## src/rtl/unidad_de_busqueda_pkg.sv

```systemverilog
`default_nettype none
// ============================================================================
// Module   : unidad_de_busqueda_pkg
// Brief    : Shared fetch/jump encodings: FSM states, jump opcode, field slices
// Revision : 1.0
// ============================================================================
package unidad_de_busqueda_pkg;

    localparam int          c_ancho_estado = 2;
    localparam logic [1:0]  c_st_idle      = 2'd0;
    localparam logic [1:0]  c_st_req       = 2'd1;
    localparam logic [1:0]  c_st_wait      = 2'd2;
    localparam logic [1:0]  c_st_decode    = 2'd3;

    localparam logic [3:0]  c_opcode_salto = 4'hF;
    localparam int          c_bit_habilita = 3;

    // Instruction field slices; bit 11 is reserved and never decoded.
    localparam int          c_opc_msb      = 15;
    localparam int          c_opc_lsb      = 12;
    localparam int          c_cond_msb     = 10;
    localparam int          c_cond_lsb     = 8;
    localparam int          c_dir_msb      = 7;
    localparam int          c_dir_lsb      = 0;

    typedef struct packed {
        logic [3:0] condicion;
        logic [7:0] direccion;
    } salto_t;

endpackage : unidad_de_busqueda_pkg
`default_nettype wire

```

## src/rtl/unidad_de_busqueda_decodificador_salto.sv

```systemverilog
`default_nettype none
// ============================================================================
// Module   : decodificador_salto
// Brief    : Combinational jump decode of the instruction fields
// Revision : 1.0
// ============================================================================
module decodificador_salto
    import unidad_de_busqueda_pkg::*;
#(
    parameter logic [3:0] OPCODE_SALTO = c_opcode_salto
) (
    input  logic [3:0] i_opcode,
    input  logic [2:0] i_cond,
    input  logic [7:0] i_dir,
    output salto_t     o_salto
);

    logic w_es_salto;

    assign w_es_salto = (i_opcode == OPCODE_SALTO);

    always_comb begin
        o_salto = '0;
        if (w_es_salto) begin
            o_salto.condicion                 = {1'b1, i_cond};
            o_salto.condicion[c_bit_habilita] = 1'b1;
            o_salto.direccion                 = i_dir;
        end
    end

endmodule : decodificador_salto
`default_nettype wire

```

## src/rtl/unidad_de_busqueda.sv

```systemverilog
`default_nettype none
// ============================================================================
// Module   : unidad_de_busqueda
// Brief    : Instruction fetch/decode front end closing the PC loop via jumps
// Revision : 1.0
// ============================================================================
module unidad_de_busqueda
    import unidad_de_busqueda_pkg::*;
#(
    parameter int         ANCHO_DIR    = 8,
    parameter int         ANCHO_INSTR  = 16,
    parameter logic [3:0] OPCODE_SALTO = c_opcode_salto,
    parameter int         ESPERA_MAX   = 15
) (
    input  logic                   Clk,
    input  logic                   Rst,
    input  logic [ANCHO_DIR-1:0]   i_Bus_Direcciones_Instrucciones,
    input  logic                   i_Detener,
    output logic [ANCHO_DIR-1:0]   o_Mem_Direccion,
    output logic                   o_Mem_Lectura,
    input  logic [ANCHO_INSTR-1:0] i_Mem_Dato,
    input  logic                   i_Mem_Listo,
    output logic [ANCHO_INSTR-1:0] o_Instruccion,
    output logic                   o_Instruccion_Valida,
    output logic [ANCHO_DIR-1:0]   o_Direccion_de_Salto,
    output logic [3:0]             o_Condicion,
    output logic                   o_Error
);

    logic [c_ancho_estado-1:0] r_estado;
    logic [ANCHO_DIR-1:0]      r_mem_dir;
    logic [ANCHO_INSTR-1:0]    r_ir;
    logic [7:0]                r_cuenta;
    logic                      r_error;
    logic                      w_en_decode;
    salto_t                    w_salto;

    always_ff @(posedge Clk or negedge Rst) begin
        if (!Rst) begin
            r_estado  <= c_st_idle;
            r_mem_dir <= '0;
            r_ir      <= '0;
            r_cuenta  <= 8'd0;
            r_error   <= 1'b0;
        end else begin
            case (r_estado)
                c_st_idle: begin
                    if (!i_Detener) begin
                        r_estado  <= c_st_req;
                        r_mem_dir <= i_Bus_Direcciones_Instrucciones;
                    end
                end
                c_st_req: begin
                    if (i_Mem_Listo) begin
                        r_ir     <= i_Mem_Dato;
                        r_estado <= c_st_decode;
                    end else begin
                        r_estado <= c_st_wait;
                        r_cuenta <= 8'd1;
                    end
                end
                c_st_wait: begin
                    // A late ready on the timeout cycle still completes the fetch.
                    if (i_Mem_Listo) begin
                        r_ir     <= i_Mem_Dato;
                        r_estado <= c_st_decode;
                        r_cuenta <= 8'd0;
                    end else if (r_cuenta == 8'(ESPERA_MAX)) begin
                        r_error  <= 1'b1;
                        r_cuenta <= 8'd0;
                        r_estado <= c_st_req;
                    end else begin
                        r_cuenta <= r_cuenta + 8'd1;
                    end
                end
                c_st_decode: r_estado <= c_st_idle;
                default:     r_estado <= c_st_idle;
            endcase
        end
    end

    decodificador_salto #(
        .OPCODE_SALTO (OPCODE_SALTO)
    ) u_decodificador_salto (
        .i_opcode (r_ir[c_opc_msb:c_opc_lsb]),
        .i_cond   (r_ir[c_cond_msb:c_cond_lsb]),
        .i_dir    (r_ir[c_dir_msb:c_dir_lsb]),
        .o_salto  (w_salto)
    );

    assign w_en_decode          = (r_estado == c_st_decode);
    assign o_Mem_Direccion      = r_mem_dir;
    assign o_Mem_Lectura        = (r_estado == c_st_req) || (r_estado == c_st_wait);
    assign o_Instruccion        = r_ir;
    assign o_Instruccion_Valida = w_en_decode;
    assign o_Condicion          = w_en_decode ? w_salto.condicion : 4'b0000;
    assign o_Direccion_de_Salto = w_en_decode ? ANCHO_DIR'(w_salto.direccion) : '0;
    assign o_Error              = r_error;

endmodule : unidad_de_busqueda
`default_nettype wire

```

## config.mk

```make
export PLATFORM = sky130hd
export DESIGN_NAME = unidad_de_busqueda
export DESIGN_NICKNAME = d
export VERILOG_FILES = /design/src/rtl/unidad_de_busqueda_pkg.sv /design/src/rtl/unidad_de_busqueda_decodificador_salto.sv /design/src/rtl/unidad_de_busqueda.sv
export SDC_FILE = /design/constraint.sdc
export NUM_CORES = 1
export LEC_CHECK = 0
export BUFFER_PORTS_ARGS = -buffer_cell sky130_fd_sc_hd__buf_2
export CORE_ASPECT_RATIO = 0.8
export CORE_UTILIZATION = 48
export CTS_CLUSTER_SIZE = 8
export DETAILED_ROUTE_END_ITERATION = 16
export PLACE_DENSITY = 0.76
export SLEW_MARGIN = 20
export SYNTH_ARGS = -nofsm -noshare
export SYNTH_HDL_FRONTEND = slang
export SYNTH_SLANG_ARGS = --single-unit
```

## constraint.sdc

```tcl
create_clock -name Clk -period 2.3 [get_ports Clk]
set_input_delay 0.46 -clock Clk [delete_from_list [all_inputs] [get_ports Clk]]
set_output_delay 0.46 -clock Clk [all_outputs]
set_load 0.02 [all_outputs]
```

==> summary.txt, run 1 <==
Detailed routing
  • Vias: 1322
  • Routed WL: ~3400 microns
  • First-pass DRT Iterations: 4
  • DRC: 0
  • Vias/cell: 5.25
  • Final ANT Viol Nets: 0
  • Initial DRC Count: 46
  • WL/cell: 13.3 microns

Layout
  • Ant diodes: 0
  • Area grow syn2layout: 29.9%
  • # fillers: 251
  • Final net count: 245
  • Commonest non-fill, non-tap cell in the layout: buf_2
  • Ratio of cells with drive above 1 in the final layout: 0.500
  • Most frequent cells in the layout: buf_2 (66), dfrtp_1 (35), mux2_2 (24), and2_1 (11), nand2_1 (10)

Timing
  • Final setup viols: 0
  • Peak Freq: 0.502 GHz
  • Skew final: approximately 0.0041 ns
  • Final WS setup: 0.309 ns
  • Period utilization: 0.866
  • Setup_tns: 0 ns
  • Slew Viols, Final: 0
  • Slew headroom: 0.510
  • RSZ-0062 raised after global routing: false
  • Final Critical Period: approximately 2.0 ns
  • Slew at the pin closest to its max-slew limit: between 0.7 and 0.8 ns
  • Final Hold Viols: 0

Critical path
  • Crit. End Element: output port
  • Reg2reg end: r_cuenta[4]
  • Max stage delay cell, worst path: dfrtp_1
  • FF-to-FF Start: r_estado[0]
  • WP data required: 1.84 ns
  • Critical-path cell list: ha_1 -> nand2_1 -> nor2_1 -> buf_4 -> and2_1 -> buf_2
  • Reg-to-reg slack, setup: roughly 0.52 ns
  • Critical path type: reg2out
  • Largest stage delay, worst path: 0.44 ns
  • CP arrival: 1.53 ns
  • Crit start category: flip-flop
  • Crit path depth: 6
  • Crit path max-delay family: flip-flops
  • Crit path launch: r_estado[0]
  • CP Max Fanout: 12
  • R2R cell count: 5
  • Critical Path Sink: o_Direccion_de_Salto[5]
  • Buf/Inv on CP: 2

Place
  • DP HPWL: 2650 microns
  • Pre-CTS setup slack: 0.563 ns
  • Port Buf Inserts: 66
  • Placer Congestion: just over 0.8

CTS
  • Post-CTS sizing: 0
  • CTS tree: done
  • Clk Latency, worst-skew pair: 0.27 ns
  • Clock Path Buffers: 2
  • Clk sinks: 35
  • Clk root buf: clkbuf_8
  • Post-CTS Repair Setup Buffers: 0
  • H-tree depth: 2
  • TritonCTS buffer count: 5
  • Clock Pin Slew Worst Setup and Hold Paths: around 0.06 ns
  • Hold_buf cts: 0

Flow run
  • Max cap viols: 0

Floorplanning
  • DIE AREA: 3730 sq um
  • I/O pin count: 67
  • Site row count: 18
  • Initial Utilization: 0.524
  • Chip height: between 50 and 60 microns
  • Core ar.: roughly 3200 sq um
  • Die X: 68.1 microns

Global routing
  • GRT Residual Overflow: 0
  • Largest net degree at the start of global routing: 36
  • First-pass GRT wire length: a little over 5000 microns
  • Total GRT Usage: 0.193
  • Initial antenna violation count: 0
  • Vias in the first global route: 1209

Pwr
  • Seq pwr share: 0.352
  • Clock group share of total power: 0.183
  • Pwr/cell area: 1390 nW/um^2
  • Combinational share of power: 0.465
  • Peak supply drop: ~0.92 mV
  • Sw Ratio: 0.389
  • Psw: between 0.001 and 0.0015 W
  • Leakage power: 1.11 nW
  • Cell internal pwr: 0.00185 W

Yosys
  • Synth Area in Simple Gates: 0.137
  • Syn Nets: between 150 and 200
  • Largest family of logic cells by synthesized area: multiplexers
  • Syn avg cell area: 12.1 sq um
  • Synth Area in XOR/XNOR: 0.00523
  • Synthesized area: 1680 sq um
  • Post-synthesis adder-cell area fraction: 0.0448
  • Gate Count Post-Synth: 139
  • Async set-reset flop share out of synthesis: 1.00
  • Yosys reg bits: 35
  • Post-synth EDFFs: 0
  • Post-synthesis sequential area ratio: 0.523
  • Mux cell area share after synthesis: 0.167
  • Synth Warn #: 0
  • Count of cell types in the netlist: 31
  • Synth Area in Compound Gates: 0.103
  • Top FF cell, synth: dfrtp_1

Worst hold path
  • Worst min-delay path class: in2async

Status
  • Status: finished clean
## power by group through the flow
| stage | combinational, W | clock [W] | sequential (W) |
|---|---|---|---|
| final | 0.00141 | 0.000552 | 0.00106 |
| after global routing | 0.00154 | 0.000607 | 0.00111 |
| after CTS | 0.00142 | 0.000572 | 0.00106 |
| after detailed placement | 0.00141 | 0 | 0.00107 |
| after global placement | 0.00138 | 0 | 0.00105 |
| after floorplan | 0.000707 | 0 | 0.00132 |
## how the worst min path moves through the flow
stage	start	to
after global routing	Rst	r_cuenta[7]
after floorplan	Rst	o_Error
after detailed placement	o_Error	o_Error
after global placement	o_Error	o_Error
final	Rst	o_Instruccion[12]
after CTS	Rst	r_cuenta[7]
## routing by layer
layer  up-vias  routed length [microns]  track usage
met5         -                        0            0
met4         0                        0       0.0729
met3         0                      262       0.0604
met2        55                     1660        0.328
met1       630                     1450        0.229
li1        637                        -            -
## per-stage QoR
step / std cells / cell area (sq um) / hold WS [ns] / power, W / utilization
3_3_place_gp: 244 / 2060 / 0.478 / 0.00242 / 0.644
4_1_cts: 252 / 2180 / 0.270 / 0.00305 / 0.681
6_report: 252 / 2180 / 0.249 / 0.00302 / 0.681
3_5_place_dp: 244 / 2060 / 0.462 / 0.00249 / 0.644
5_1_grt: 252 / 2180 / 0.307 / 0.00325 / 0.681
2_1_floorplan: 139 / 1680 / 0.164 / 0.00203 / -
## Yosys cell counts, types with 2 or more instances
cell	instances	share of area
buf_2	3	0.0090
dfrtp_1	35	0.52
nand2b_1	2	0.0075
a211oi_1	2	0.0090
and2_1	11	0.041
mux2_2	24	0.16
o21ai_0	5	0.015
ha_1	6	0.045
a31oi_1	2	0.0075
a41oi_1	2	0.010
inv_1	4	0.0090
and3_1	2	0.0075
nor2_1	6	0.013
a22o_1	2	0.010
nand2_1	10	0.022
nor2b_1	2	0.0075
nand3_1	5	0.015
a21oi_1	3	0.0090
## area by class of cell
class	count	area, sq um	share of cell area
multi-input combinational	96	766	0.352
timing repair buffer	69	353	0.162
tap	40	50.0	0.0230
clock inverter	2	35.0	0.0161
sequential	35	876	0.402
clock buffer	6	82.6	0.0379
inverter	4	15.0	0.00690
## cells by family after synthesis
family	after synthesis
AOI/OAI and AO/OA	23
adders and majority gates	6
xor gates and xnor gates	1
DFF	35
muxes	25
buffers and inverters	8
and+or+nand+nor	41
## worst reg2reg max path: stages, from the launching register on
cell and delay, ns:
dfrtp_1 0.44, inv_1 0.11, ha_1 0.28, o21ai_0 0.53, o21ai_0 0.21, o41ai_1 0.10
## flip-flops by register name, indices dropped and copies added (netlist names)
name	count
o_Instruccion	16
r_cuenta	8
o_Mem_Direccion	8
r_estado	2
o_Error	1
No activity file was read; power rests on OpenSTA's default activity.
==> run 2, diff against run 1 <==
--- a/config.mk
+++ b/config.mk
@@ -7,10 +7,11 @@
 export LEC_CHECK = 0
 export BUFFER_PORTS_ARGS = -buffer_cell sky130_fd_sc_hd__buf_2
 export CORE_ASPECT_RATIO = 0.8
-export CORE_UTILIZATION = 48
+export CORE_UTILIZATION = 50
+export CTS_BUF_LIST = sky130_fd_sc_hd__clkbuf_8
 export CTS_CLUSTER_SIZE = 8
 export DETAILED_ROUTE_END_ITERATION = 16
-export PLACE_DENSITY = 0.76
+export PLACE_DENSITY = 0.79
 export SLEW_MARGIN = 20
 export SYNTH_ARGS = -nofsm -noshare
 export SYNTH_HDL_FRONTEND = slang
==> summary.txt, run 2 (synthesis results as in run 1) <==
Layout
  • Final net count: 244 (-0.41%)
  • Ratio of cells with drive above 1 in the final layout: 0.498 (-0.00237)
  • Most frequent cells in the layout: buf_2 (66), dfrtp_1 (35), mux2_2 (24), and2_1 (11), nand2_1 (10)
  • Area grow syn2layout: 28.6%
  • Ant diodes: 0 (unchanged)
  • Design area: 2150 sq um (-1.0%)
  • Commonest non-fill, non-tap cell in the layout: buf_2
  • Largest register FFs: 16 (unchanged)
  • # fillers: 241 (-4.0%)
  • Final core utilization: 0.688 (+0.00750)

Place
  • DP HPWL: 2630 microns (-0.82%)
  • Port Buf Inserts: 66 (unchanged)
  • Placer Congestion: 0.803 (-1.5%)
  • Placed cell areas: 2050 sq um (-0.36%)

Floorplanning
  • Chip height: 53.8 microns (-1.9%)
  • Die X: 66.7 microns (-2.0%)
  • I/O pin count: 67 (unchanged)
  • DIE AREA: 3590 sq um (-3.9%)
  • Core ar.: 3130 sq um (-2.1%)
  • Site row count: 18 (unchanged)
  • Initial Utilization: 0.535 (+0.0113)

Pwr
  • Peak supply drop: 0.761 mV (-17%)
  • Leakage power: 1.10 nW (-1.0%)
  • Pwr Total: 0.00295 W (-2.3%)
  • Pwr/cell area: 1370 nW/um^2 (-1.3%)

Timing
  • Slew Viols, Final: 0 (unchanged)
  • Setup_tns: 0 ns (unchanged)
  • RSZ-0062 raised after global routing: false
  • Hold_ws: 0.243 ns (-0.00626 ns)
  • Skew final: 0.00294 ns (-0.00113 ns)
  • Final Critical Period: 2.09 ns (+0.0974 ns)
  • Period utilization: 0.908 (+0.0423)
  • Peak Freq: 0.479 GHz (-4.7%)
  • Final setup viols: 0 (unchanged)
  • Slew at the pin closest to its max-slew limit: 0.763 ns (+0.0285 ns)
  • Final Hold Viols: 0 (unchanged)
  • Slew headroom: 0.491 (-0.0190)

CTS
  • TritonCTS buffer count: 5 (unchanged)
  • Hold_buf cts: 0 (unchanged)
  • Clk root buf: clkbuf_8
  • CTS tree: done
  • Clock Path Buffers: 2 (unchanged)
  • Clock Pin Slew Worst Setup and Hold Paths: 0.06 ns (about the same)
  • H-tree depth: 2 (unchanged)
  • Clk Latency, worst-skew pair: 0.29 ns (+0.02 ns)
  • Clk sinks: 35 (unchanged)

Detailed routing
  • WL/cell: 14.2 microns (+6.1%)
  • Final ANT Viol Nets: 0 (unchanged)
  • Initial DRC Count: 39 (-15%)
  • Routed WL: 3550 microns (+5.7%)
  • Vias: 1336 (+1.1%)
  • DRC: 0 (unchanged)
  • First-pass DRT Iterations: 5 (+1)
  • Vias/cell: 5.32 (+1.5%)

Critical path
  • R2R cell count: 5 (unchanged)
  • Critical path type: reg2out
  • Crit. End Element: output port
  • CP Max Fanout: 12 (unchanged)
  • Reg2reg end: r_cuenta[4]
  • Crit start category: flip-flop
  • WP data required: 1.84 ns (about the same)
  • Reg-to-reg slack, setup: 0.45 ns (-0.07 ns)
  • FF-to-FF Start: r_estado[0]
  • CP arrival: 1.63 ns (+0.10 ns)

Status
  • Status: finished clean

Global routing
  • Total GRT Usage: 0.207 (+0.0142)
  • Vias in the first global route: 1199 (-0.83%)
  • Largest net degree at the start of global routing: 36 (unchanged)
  • First-pass GRT wire length: 5280 microns (+3.1%)
  • Initial antenna violation count: 0 (unchanged)
  • GRT Residual Overflow: 0 (unchanged)

Flow run
  • Max cap viols: 0 (unchanged)

Worst hold path
  • Worst min-delay path class: in2async
[run 2: repair_timing]
| action | CTS | global route |
|---|---|---|
| endpoints found under the setup margin | 0 | 11 |
| endpoints found under the hold margin | 0 | 0 |
| resized for setup | 0 | 1 |
| setup buffers | 0 | 0 |
[run 2: how the worst max path moves through the flow]
stage | slack, ns | startpoint | endpoint
after CTS | 0.05 | r_estado[0] | o_Condicion[2]
after global placement | 0.46 | r_estado[0] | o_Direccion_de_Salto[5]
after global routing | 0.11 | r_estado[1] | o_Direccion_de_Salto[2]
after detailed placement | 0.36 | r_estado[0] | o_Condicion[2]
final | 0.21 | r_estado[0] | o_Condicion[2]
after floorplan | 0.29 | r_estado[0] | o_Condicion[1]
[run 2: report_power, final]
| part | switching (W) | total [W] | leakage (nW) | internal [W] |
|---|---|---|---|---|
| combinational | 0.000794 | 0.00140 | 0.612 | 0.000610 |
| clock | 0.000211 | 0.000480 | 0.0557 | 0.000269 |
| sequential | 0.000185 | 0.00107 | 0.427 | 0.000881 |
[run 2: layout make-up]
cell class / instances / area, sq um / share of cell area
clock buffers: 7 / 96.3 / 0.0447
clock inverters: 1 / 3.75 / 0.00174
inverters: 4 / 15.0 / 0.00697
multi-input cells: 96 / 768 / 0.357
flip-flops and latches: 35 / 876 / 0.407
well taps: 40 / 50.0 / 0.0232
repair buffers: 68 / 345 / 0.160
[run 2: metal layers]
| metal | global-route usage | wire length [microns] | vias up |
|---|---|---|---|
| li1 | - | - | 630 |
| met1 | 0.254 | 1570 | 643 |
| met2 | 0.335 | 1690 | 58 |
| met3 | 0.0551 | 253 | 5 |
| met4 | 0.117 | 46 | 0 |
| met5 | 0 | 0 | - |
[run 2: critical path, stage by stage (launching register included)]
cell	delay (ns)
dfrtp_1	0.43
ha_1	0.20
nand2_1	0.06
nor2_2	0.30
and2_1	0.18
buf_2	0.16
[run 2: through the flow]
step	std cells	setup slack, ns
4_1_cts	251	0.0469
3_5_place_dp	243	0.358
6_report	251	0.212
5_1_grt	251	0.107
3_3_place_gp	243	0.459
2_1_floorplan	139	0.295
==> run 3, diff against run 2 <==
--- a/config.mk
+++ b/config.mk
@@ -11,8 +11,9 @@
 export CTS_BUF_LIST = sky130_fd_sc_hd__clkbuf_8
 export CTS_CLUSTER_SIZE = 8
 export DETAILED_ROUTE_END_ITERATION = 16
-export PLACE_DENSITY = 0.79
+export PLACE_DENSITY = 0.78
 export SLEW_MARGIN = 20
 export SYNTH_ARGS = -nofsm -noshare
 export SYNTH_HDL_FRONTEND = slang
+export SYNTH_HIERARCHICAL = 1
 export SYNTH_SLANG_ARGS = --single-unit
==> summary.txt, run 3 <==
Critical path
  • Critical path type: reg2reg
  • CP Max Fanout: 10 (-2)
  • CP arrival: 2.10 ns (+0.47 ns)
  • Max stage delay cell, worst path: dfrtp_1
  • Crit start category: flip-flop
  • WP data required: 2.49 ns (+0.65 ns)
  • Crit. End Element: flip-flop
  • Critical-path cell list: inv_1 -> ha_1 -> nor2b_1 -> o31a_1 -> or2b_1 -> a31oi_1
  • Largest stage delay, worst path: 0.41 ns (-0.02 ns)

Yosys
  • Post-synthesis sequential area ratio: 0.500 (-0.0231)
  • Post-synthesis adder-cell area fraction: 0.0428 (-0.00198)
  • Synthesized area: 1750 sq um (+4.6%)
  • Synth Area in XOR/XNOR: 0.00500 (-0.000231)
  • Largest family of logic cells by synthesized area: simple AND/OR/NAND/NOR gates
  • Synth Warn #: 6 (+6)
  • Synth top area share: 0.500 (-0.0231)
  • Synth Area in Simple Gates: 0.166 (+0.0289)
  • Syn Nets: 180 (+4.0%)
  • Mux cell area share after synthesis: 0.166 (-0.00169)
  • Synth Area in Compound Gates: 0.0914 (-0.0117)
  • Most frequent cell after synthesis: dfrtp_1
  • Post-synth EDFFs: 0 (unchanged)
  • Count of cell types in the netlist: 35 (+13%)
  • Gate Count Post-Synth: 146 (+5.0%)
  • Most frequent cells after synthesis: dfrtp_1 (35), mux2_2 (24), and2_1 (12), and2_2 (11), nand2_1 (8)
  • Async set-reset flop share out of synthesis: 1.00 (unchanged)
  • Syn avg cell area: 12.0 sq um (-0.39%)
  • Yosys reg bits: 35 (unchanged)
  • Top FF cell, synth: dfrtp_1
  • Leading area contributor after synthesis: dfrtp_1
  • Area contributors post-synth: dfrtp_1 (50%), mux2_2 (15%), and2_2 (4.7%), and2_1 (4.3%), ha_1 (4.3%)

Floorplanning
  • Die X: 68.2 microns (+2.2%)
  • Site row count: 18 (unchanged)
  • Initial Utilization: 0.544 (+0.00912)
  • I/O pin count: 67 (unchanged)
  • Core ar.: 3220 sq um (+2.9%)
  • DIE AREA: 3750 sq um (+4.5%)
  • Chip height: 55.0 microns (+2.2%)

CTS
  • H-tree depth: 2 (unchanged)
  • Post-CTS sizing: 0 (unchanged)
  • Clk root buf: clkbuf_8
  • Post-CTS Repair Setup Buffers: 0 (unchanged)
  • Clock Path Buffers: 2 (unchanged)
  • Hold_buf cts: 0 (unchanged)
  • Clock Pin Slew Worst Setup and Hold Paths: 0.06 ns (about the same)
  • Clk Latency, worst-skew pair: 0.28 ns (about the same)
  • CTS tree: done
  • TritonCTS buffer count: 5 (unchanged)
  • Clk sinks: 35 (unchanged)

Layout
  • Commonest non-fill, non-tap cell in the layout: buf_2
  • # fillers: 247 (+2.5%)
  • Final net count: 249 (+2.0%)
  • Area grow syn2layout: 24.3%
  • Most frequent cells in the layout: buf_2 (66), dfrtp_1 (35), mux2_2 (24), and2_1 (12), and2_2 (11)
  • Ratio of cells with drive above 1 in the final layout: 0.514 (+0.0164)
  • Ant diodes: 0 (unchanged)
  • Non-Filler Instances: 254 (+1.2%)
  • Largest register FFs: 16 (unchanged)

Timing
  • Final Hold Viols: 0 (unchanged)
  • Peak Freq: 0.524 GHz (+9.4%)
  • Final setup viols: 0 (unchanged)
  • Setup_tns: 0 ns (unchanged)
  • Skew final: 0.00217 ns (-0.000761 ns)
  • Final Critical Period: 1.91 ns (-0.180 ns)
  • Slew headroom: 0.505 (+0.0139)
  • Slew Viols, Final: 0 (unchanged)
  • RSZ-0062 raised after global routing: false
  • Slew at the pin closest to its max-slew limit: 0.743 ns (-0.0208 ns)
  • Period utilization: 0.829 (-0.0784)

Detailed routing
  • DRC: 0 (unchanged)
  • Final ANT Viol Nets: 0 (unchanged)
  • WL/cell: 14.1 microns (-0.15%)
  • Vias/cell: 5.33 (+0.22%)
  • Initial DRC Count: 36 (-7.7%)
  • First-pass DRT Iterations: 4 (-1)
  • Vias: 1355 (+1.4%)
  • Routed WL: 3590 microns (+1.0%)

Place
  • Dpl cells: 248 (+2.1%)
  • Port Buf Inserts: 66 (unchanged)
  • Placer Congestion: 0.741 (-7.7%)
  • DP HPWL: 2710 microns (+3.0%)

Global routing
  • Total GRT Usage: 0.213 (+0.00590)
  • First-pass GRT wire length: 5530 microns (+4.8%)
  • Initial antenna violation count: 0 (unchanged)
  • Vias in the first global route: 1214 (+1.3%)
  • Largest net degree at the start of global routing: 36 (unchanged)
  • GRT Residual Overflow: 0 (unchanged)

Pwr
  • Peak supply drop: 0.840 mV (+10%)
  • Leakage power: 1.13 nW (+2.8%)
  • Pwr/cell area: 1300 nW/um^2 (-5.0%)

Worst hold path
  • Worst min-delay path class: in2async

Flow run
  • Max cap viols: 0 (unchanged)

Status
  • Status: finished clean
[run 3: logic make-up (layout without fill, tap and decap cells)]
family,after synthesis,after routing
simple gates,47,47
flops,35,35
mux,26,26
compound gates,22,22
buf+inv,9,77
fa+ha+maj,6,6
xor+xnor,1,1
[run 3: power by group]
group | switching [W] | total [W] | internal [W]
combinational | 0.000775 | 0.00139 | 0.000618
sequential | 0.000177 | 0.00106 | 0.000878
clock | 0.000191 | 0.000388 | 0.000197
[run 3: cell type report]
cell class | count | area (sq um) | area share
Clock buffer | 5 | 68.8 | 0.0316
Clock inverter | 1 | 3.75 | 0.00172
Multi-Input combinational cell | 102 | 825 | 0.378
Timing Repair Buffer | 68 | 345 | 0.158
Tap cell | 40 | 50.0 | 0.0230
Inverter | 3 | 11.3 | 0.00517
Sequential cell | 35 | 876 | 0.402
[run 3: per-stage QoR]
step	util	worst slack, ns	total power [W]	cell area [sq um]	hold slack [ns]
floorplan	-	0.380	0.00205	1750	0.164
global placement	0.654	0.511	0.00240	2110	0.437
detailed placement	0.654	0.425	0.00247	2110	0.444
CTS	0.677	0.384	0.00287	2180	0.269
global route	0.677	0.267	0.00303	2180	0.310
finish	0.677	0.392	0.00284	2180	0.242
[run 3: worst paths after layout]
| kind | start | to | slack [ns] | depth (start not counted) |
|---|---|---|---|---|
| worst max-delay path | r_estado[0] | r_cuenta[5] | 0.39 | 6 |
| worst min-delay path | Rst | o_Instruccion[0] | 0.24 | 1 |
| worst max register to register | r_estado[0] | r_cuenta[5] | 0.39 | 6 |
| worst min register to register | o_Error | o_Error | 0.45 | 1 |
| max in group asynchronous | Rst | r_cuenta[1] | 1.58 | 1 |
| min in group Clk | i_Mem_Dato[10] | o_Instruccion[10] | 0.41 | 2 |
[run 3: routing by layer]
metal  global-route usage  vias up  wire, microns
li1                     -      646              -
met1                0.243      649           1550
met2                0.368       54           1750
met3               0.0574        6            219
met4                0.118        0             63
met5                    0        -              0
[run 3: critical path: cells and delay by family, from the launching register on]
kind / cells / cell delay, ns
AO/OA/AOI/OAI: 2 / 0.55
AND/OR/NAND/NOR: 2 / 0.46
flip-flops: 1 / 0.41
adder cells (fa/ha/maj): 1 / 0.26
buffers and inverters: 1 / 0.14
